File: src/rtl/imm_gen_stage.sv
// Registered RV32I/RV64I immediate generator with a 2-entry skid buffer.
// Decode is combinational on the input side; main/skid registers give valid/ready on both sides.
module imm_gen_stage #(
  parameter int XLEN      = 32,
  parameter bit EN_TARGET = 1'b1
) (
  input  logic            clk,
  input  logic            reset,
  input  logic            flush,
  input  logic            in_valid,
  output logic            in_ready,
  input  logic [31:0]     inst_code,
  input  logic [XLEN-1:0] pc_in,
  output logic            out_valid,
  input  logic            out_ready,
  output logic [XLEN-1:0] Imm_out,
  output logic [2:0]      imm_type,
  output logic            unknown,
  output logic [XLEN-1:0] target_out,
  output logic [XLEN-1:0] pc_out
);

  typedef enum logic [2:0] {
    IMM_NONE  = 3'd0,
    IMM_I     = 3'd1,
    IMM_S     = 3'd2,
    IMM_B     = 3'd3,
    IMM_U     = 3'd4,
    IMM_J     = 3'd5,
    IMM_SHAMT = 3'd6
  } imm_type_e;

  typedef struct packed {
    logic [XLEN-1:0] imm;
    logic [2:0]      kind;
    logic            unk;
    logic [XLEN-1:0] target;
    logic [XLEN-1:0] pc;
  } entry_t;

  // Handshakes: a transfer happens on a rising edge where valid and ready are both 1.
  // in_ready is registered (= !skid full), so it never depends on out_ready combinationally.

  logic [31:0]     imm32;
  logic [XLEN-1:0] imm_ext;
  imm_type_e       kind;
  logic            unk;
  logic [2:0]      funct3;
  entry_t          dec;

  assign funct3 = inst_code[14:12];

  // Every format fits in a signed 32-bit value; widen to XLEN at the end.
  always_comb begin
    imm32 = '0;
    kind  = IMM_NONE;
    unk   = 1'b0;
    case (inst_code[6:0])
      7'b0010011: begin
        if (funct3 == 3'b001 || funct3 == 3'b101) begin
          kind  = IMM_SHAMT;
          imm32 = (XLEN == 64) ? {26'b0, inst_code[25:20]} : {27'b0, inst_code[24:20]};
        end else begin
          kind  = IMM_I;
          imm32 = {{20{inst_code[31]}}, inst_code[31:20]};
        end
      end
      7'b0000011, 7'b1100111: begin
        kind  = IMM_I;
        imm32 = {{20{inst_code[31]}}, inst_code[31:20]};
      end
      7'b0100011: begin
        kind  = IMM_S;
        imm32 = {{20{inst_code[31]}}, inst_code[31:25], inst_code[11:7]};
      end
      7'b1100011: begin
        kind  = IMM_B;
        imm32 = {{19{inst_code[31]}}, inst_code[31], inst_code[7], inst_code[30:25],
                 inst_code[11:8], 1'b0};
      end
      7'b0110111, 7'b0010111: begin
        kind  = IMM_U;
        imm32 = {inst_code[31:12], 12'b0};
      end
      7'b1101111: begin
        kind  = IMM_J;
        imm32 = {{11{inst_code[31]}}, inst_code[31], inst_code[19:12], inst_code[20],
                 inst_code[30:21], 1'b0};
      end
      7'b0110011, 7'b1110011, 7'b0001111: kind = IMM_NONE;
      default: unk = 1'b1;
    endcase
  end

  assign imm_ext    = XLEN'($signed(imm32));
  assign dec.imm    = imm_ext;
  assign dec.kind   = kind;
  assign dec.unk    = unk;
  assign dec.target = EN_TARGET ? (pc_in + imm_ext) : '0;
  assign dec.pc     = pc_in;

  entry_t main_q, main_d, skid_q, skid_d;
  logic   main_valid_q, main_valid_d;
  logic   skid_valid_q, skid_valid_d;
  logic   in_ready_q, in_ready_d;
  logic   in_hs, out_hs;

  assign in_hs  = in_valid & in_ready_q;
  assign out_hs = main_valid_q & out_ready;

  always_comb begin
    main_d       = main_q;
    skid_d       = skid_q;
    main_valid_d = main_valid_q;
    skid_valid_d = skid_valid_q;
    if (flush) begin
      main_valid_d = 1'b0;
      skid_valid_d = 1'b0;
    end else if (out_hs) begin
      // in_hs cannot coincide with a full skid, so skid refill has priority here.
      if (skid_valid_q) begin
        main_d       = skid_q;
        skid_valid_d = 1'b0;
      end else if (in_hs) begin
        main_d = dec;
      end else begin
        main_valid_d = 1'b0;
      end
    end else if (in_hs) begin
      if (!main_valid_q) begin
        main_d       = dec;
        main_valid_d = 1'b1;
      end else begin
        skid_d       = dec;
        skid_valid_d = 1'b1;
      end
    end
    in_ready_d = !skid_valid_d;
  end

  always_ff @(posedge clk or posedge reset) begin
    if (reset) begin
      main_q       <= '0;
      skid_q       <= '0;
      main_valid_q <= 1'b0;
      skid_valid_q <= 1'b0;
      in_ready_q   <= 1'b0;
    end else begin
      main_q       <= main_d;
      skid_q       <= skid_d;
      main_valid_q <= main_valid_d;
      skid_valid_q <= skid_valid_d;
      in_ready_q   <= in_ready_d;
    end
  end

  assign in_ready   = in_ready_q;
  assign out_valid  = main_valid_q;
  assign Imm_out    = main_q.imm;
  assign imm_type   = main_q.kind;
  assign unknown    = main_q.unk;
  assign target_out = main_q.target;
  assign pc_out     = main_q.pc;

endmodule

File: config.mk
export PLATFORM = sky130hd
export DESIGN_NAME = imm_gen_stage
export DESIGN_NICKNAME = d
export VERILOG_FILES = /design/src/rtl/imm_gen_stage.sv
export SDC_FILE = /design/constraint.sdc
export NUM_CORES = 1
export LEC_CHECK = 0
export ABC_AREA = 1
export BUFFER_PORTS_ARGS = -buffer_cell sky130_fd_sc_hd__buf_4
export CORE_MARGIN = 5
export CORE_UTILIZATION = 39
export DETAILED_ROUTE_END_ITERATION = 16
export GPL_TIMING_DRIVEN = 0
export HOLD_SLACK_MARGIN = 0.12
export SYNTH_ARGS = -nofsm -noshare
export SYNTH_HDL_FRONTEND = slang
export SYNTH_SLANG_ARGS = --single-unit
File: constraint.sdc
create_clock -name clk -period 6.5 [get_ports clk]
set_input_delay 0.65 -clock clk [delete_from_list [all_inputs] [get_ports clk]]
set_output_delay 0.65 -clock clk [all_outputs]
set_load 0.02 [all_outputs]
After elaboration in Yosys (flattened, before gate mapping)
Cells that the tools add are included.

cells by class
  equal/unequal tests = 16
  multiplexer cells = 19
  add/sub/neg operators = 1
  bitwise operators = 4
  reductions and logical operators = 11

operator list
  cell                                                   count
  2-to-1 mux 100 bit                                     5
  case mux 32 bit (6 select lines)                       1
  adder 32 bit                                           1
  2-to-1 mux 32 bit                                      1
  == test 7 bit, second input constant                   4
  == test 7 x 6 -> 1 bit, second input constant          3
  case mux 3 bit (6 select lines)                        1
  == test 7 x 5 -> 1 bit, second input constant          2
  OR reduction 11 bit                                    1
  2-to-1 mux 1 bit                                       10
  AND reduction 4 bit                                    2
  == test 7 x 2 -> 1 bit, second input constant          1
  == test 7 x 4 -> 1 bit, second input constant          1
  inequality test 3 bit, second input constant           2
  nonzero test 2 bit                                     2
  OR reduction 2 bit                                     2
  == test 3 x 1 -> 1 bit, second input constant          1
  == test 3 bit, second input constant                   1
  2-to-1 mux 3 bit                                       1
  AND reduction 3 bit                                    1
  nonzero test 3 bit                                     1
  bitwise AND 1 bit                                      2
  inequality test 2 x 1 -> 1 bit, second input constant  1
  inverter 1 bit                                         2
  2 further kinds                                        2

storage, ports and cells
  bits in registers = 203
  logic and storage cells = 64
  input bits = 69

Longest topological paths before layout
  word-level depth = 8
  gate-level depth with buffers = 23

Least setup slack after synthesis
OpenSTA, ideal clock, no wires.

  path kind = in2reg
  from = input inst_code[1]
  to = register main_q, in the netlist target_out[18]
  slack = 3.402 ns
  path buffers = 0
  cell stages on the path = 20
  required time = 6.384 ns
  data arrival time = 2.982 ns
  library setup time = 0.116 ns
  cells stage by stage = nand2_1 > nor2_4 > nand2_2 > nand2_1 > nor2_1 > o21ai_0 > ha_1 > inv_1 > fa_1 > nand3b_1 > nand2_1 > nand2_1 > nand2_1 > nand2_1 > nand2_1 > nand3_1 > nand3_1 > nand3_1 > nand2_1 > nand2_1

RTL lines
  element                 line  text
  start: declaration      12    input logic [31:0] inst_code,
  end signal: assignment  149   main_q <= main_d;
  end: declaration        102   entry_t main_q, main_d, skid_q, skid_d;

==> metrics.txt <==
post-DR vias/cell 4.98; Total Routing Usage GR 23.4%; Slew Limit Fails 0; DR WL/cell 17.7 um; worst flop-to-flop path endpoint skid_q[50]; vias in the first global route 10400; HPWL after DPL 29500 um; Req. time, crit path 6.96 ns; Initial Utilization 39.3%; clock latency on the worst-skew pair 0.52 ns; Fillers 2901; fin crit period 3.78 ns; FP Rows 62; Max Root-Sink Buffers 3; Setup crit start kind input pin; yosys warns 0; Post-Route Skew 0.0211 ns; Area Growth Syn to Fin 23.3%; placed cell areas 0.0130 mm^2; Crit Path Category in -> reg; H-tree Lvls 1; crit path capture target_out[14]; pre-CTS WS 2.28 ns; status finished clean; first-pass GRT wire length 57900 um; core box area 0.0285 mm^2; total power draw 4.20 mW; Max-slew headroom 49.9%; leak pwr 7.46 nW; total CTS buffers 23; RD Place Congestion 0.928; share of layout cells above drive strength 1 15.9%; FF-to-FF path depth 6; cell area after synthesis 0.0112 mm^2; ANT nets after route 0; Tcrit/Tclk final 58.2%; CP Capture Type register; RSZ-0062 raised after global routing no; Final #Nets 1825; WL final 37700 um; Final Hold Vio Count 0; 1st-iter DRT viols 793; VDD IR max 0.000150 V; initial antenna violation count 1; pwr dens 305 mW/mm^2; Via Count 10600; Synth Area per Inst 7.31 um^2; largest cells by area after synthesis dfrtp_1, nand2_1, inv_1, nor2_1, o21ai_0; fmax 0.265 GHz; Syn Nets 1629; hold_buf cts 0; top cell type's share of synthesized area 45.5%; critical path arrival 4.24 ns; worst-path fanout max 5; WHS 0.202 ns; post-cts sizing count 0; PnR worst setup slack 2.72 ns; Max Cap Viol 0; Final Cell Area 0.0138 mm^2; Reg clk slew, reported paths 0.06 ns; full die area 0.0321 mm^2; r2r setup slk 4.04 ns; Seq/Total Area, Yosys 45.5%; Port Buffers 170; largest net degree at the start of global routing 116; register bit total from synthesis 203; Die Ht 179 um; Worst Hold Class in -> async; Setup Viol. Count Final 0; R2R Path Start out_valid; root buffer cell clkbuf_16; CTS tree built; Worst Tran Pin Value 0.746 ns; CP Launch Point inst_code[4]; DRC 0; I/O pin count 171; Yosys cell types 41; dominant cell type by area after synthesis dfrtp_1; clock sinks 203; total grt overflow 0; setup TNS after final layout 0 ns; Die Width 179 um; drt pass-1 iters 5; Post-CTS Setup Bufs 0; synthesized instance count 1528
## synthesized netlist by cell type (all sizes together)
cell and instances:
nand4 2, o21bai 9, a22oi 4, a21oi 85
nand2 558, dfrtp 203, buf 41, inv 163
nor2 143, o21a 3, a211oi 1, o2111ai 2
nand3 51, xnor2 4, nor4 1, xor2 10
a21o 2, a31oi 49, clkbuf 26, fa 1
nand3b 2, ha 31, nor3b 1, nor3 9
o21ai 116, o22ai 11
## cell type report
cell class / count / area [um^2] / share of cell area, %
inverter: 163 / 619 / 4.49
buffer: 67 / 333 / 2.41
clock inverter: 6 / 134 / 0.971
sequential: 203 / 5080 / 36.9
tap: 384 / 480 / 3.49
clock buffer: 35 / 681 / 4.94
timing repair buffer: 171 / 1300 / 9.46
multi-input combinational: 1095 / 5150 / 37.4
antenna: 1 / 2.50 / 0.0182
## where the power goes
group	internal, mW	switching (mW)
Combinational	0.416	0.618
Sequential	1.58	0.168
Clock	0.878	0.543
Total	2.87	1.33
## cell families (layout without fill, tap and decap cells)
| kind of cell | after synthesis | in the layout | synth area share (%) |
|---|---|---|---|
| and+or+nand+nor | 767 | 767 | 27.3 |
| AOI/OAI and AO/OA | 282 | 282 | 14.1 |
| buffers and inverters | 230 | 442 | 8.45 |
| DFF | 203 | 203 | 45.5 |
| adders and majority gates | 32 | 32 | 3.65 |
| xor gates and xnor gates | 14 | 14 | 1.10 |
| other | 0 | 1 | 0 |
## layer usage
metal / track usage, % / part of all wire [%] / vias to the layer above
li1: - / - / 5269
met1: 31.9 / 45 / 4943
met2: 38.2 / 45 / 325
met3: 4.32 / 6.5 / 54
met4: 6.54 / 2.6 / 0
met5: 0 / 0 / -
## through the flow
| step | std cells | utilization, % |
|---|---|---|
| after floorplan | 1528 | - |
| after global placement | 2082 | 45.4 |
| after detailed placement | 2083 | 45.5 |
| after CTS | 2124 | 48.4 |
| after global routing | 2124 | 48.4 |
| final | 2125 | 48.4 |
## sequential cells by signal, summed over array words and instances (netlist names)
register and flops:
skid_q 100, out_valid 1, imm_type 3, pc_out 32
unknown 1, target_out 32, skid_valid_q 1, in_ready 1
Imm_out 32
## critical path: stages
cell	delay, ns
buf_4	0.12
inv_1	0.06
nand2_2	0.06
nor2_2	0.20
nand2_2	0.12
nand2_1	0.09
nor2_1	0.05
o21ai_0	0.56
ha_1	0.30
inv_1	0.06
fa_1	0.39
nand3b_1	0.18
nand2_1	0.19
nand2_1	0.07
nand2_1	0.13
nand2_1	0.08
nand3_1	0.20
xor2_1	0.44
o21ai_0	0.18
nand2_1	0.08
## how the worst min path moves through the flow
stage               startpoint    endpoint  cells past startpoint
finish                   reset  pc_out[25]                      2
global route             reset  pc_out[26]                      2
CTS                      reset  pc_out[26]                      2
detailed placement  skid_q[24]  skid_q[24]                      2
global placement     skid_q[4]   skid_q[4]                      2
floorplan            skid_q[0]   skid_q[0]                      2
## placed cells by master (no fill, tap or decap), types with 26 or more instances in the layout
| cell type | netlist | final |
|---|---|---|
| nand3_1 | 50 | 50 |
| o21ai_1 | 26 | 26 |
| o21ai_0 | 88 | 88 |
| buf_4 | 3 | 173 |
| a21oi_1 | 85 | 85 |
| ha_1 | 31 | 31 |
| dfrtp_1 | 203 | 203 |
| nand2_1 | 552 | 552 |
| inv_1 | 155 | 154 |
| clkbuf_1 | 25 | 31 |
| a31oi_1 | 49 | 49 |
| nor2_1 | 135 | 135 |
| buf_2 | 33 | 33 |
No activity file was read; power rests on OpenSTA's default activity.
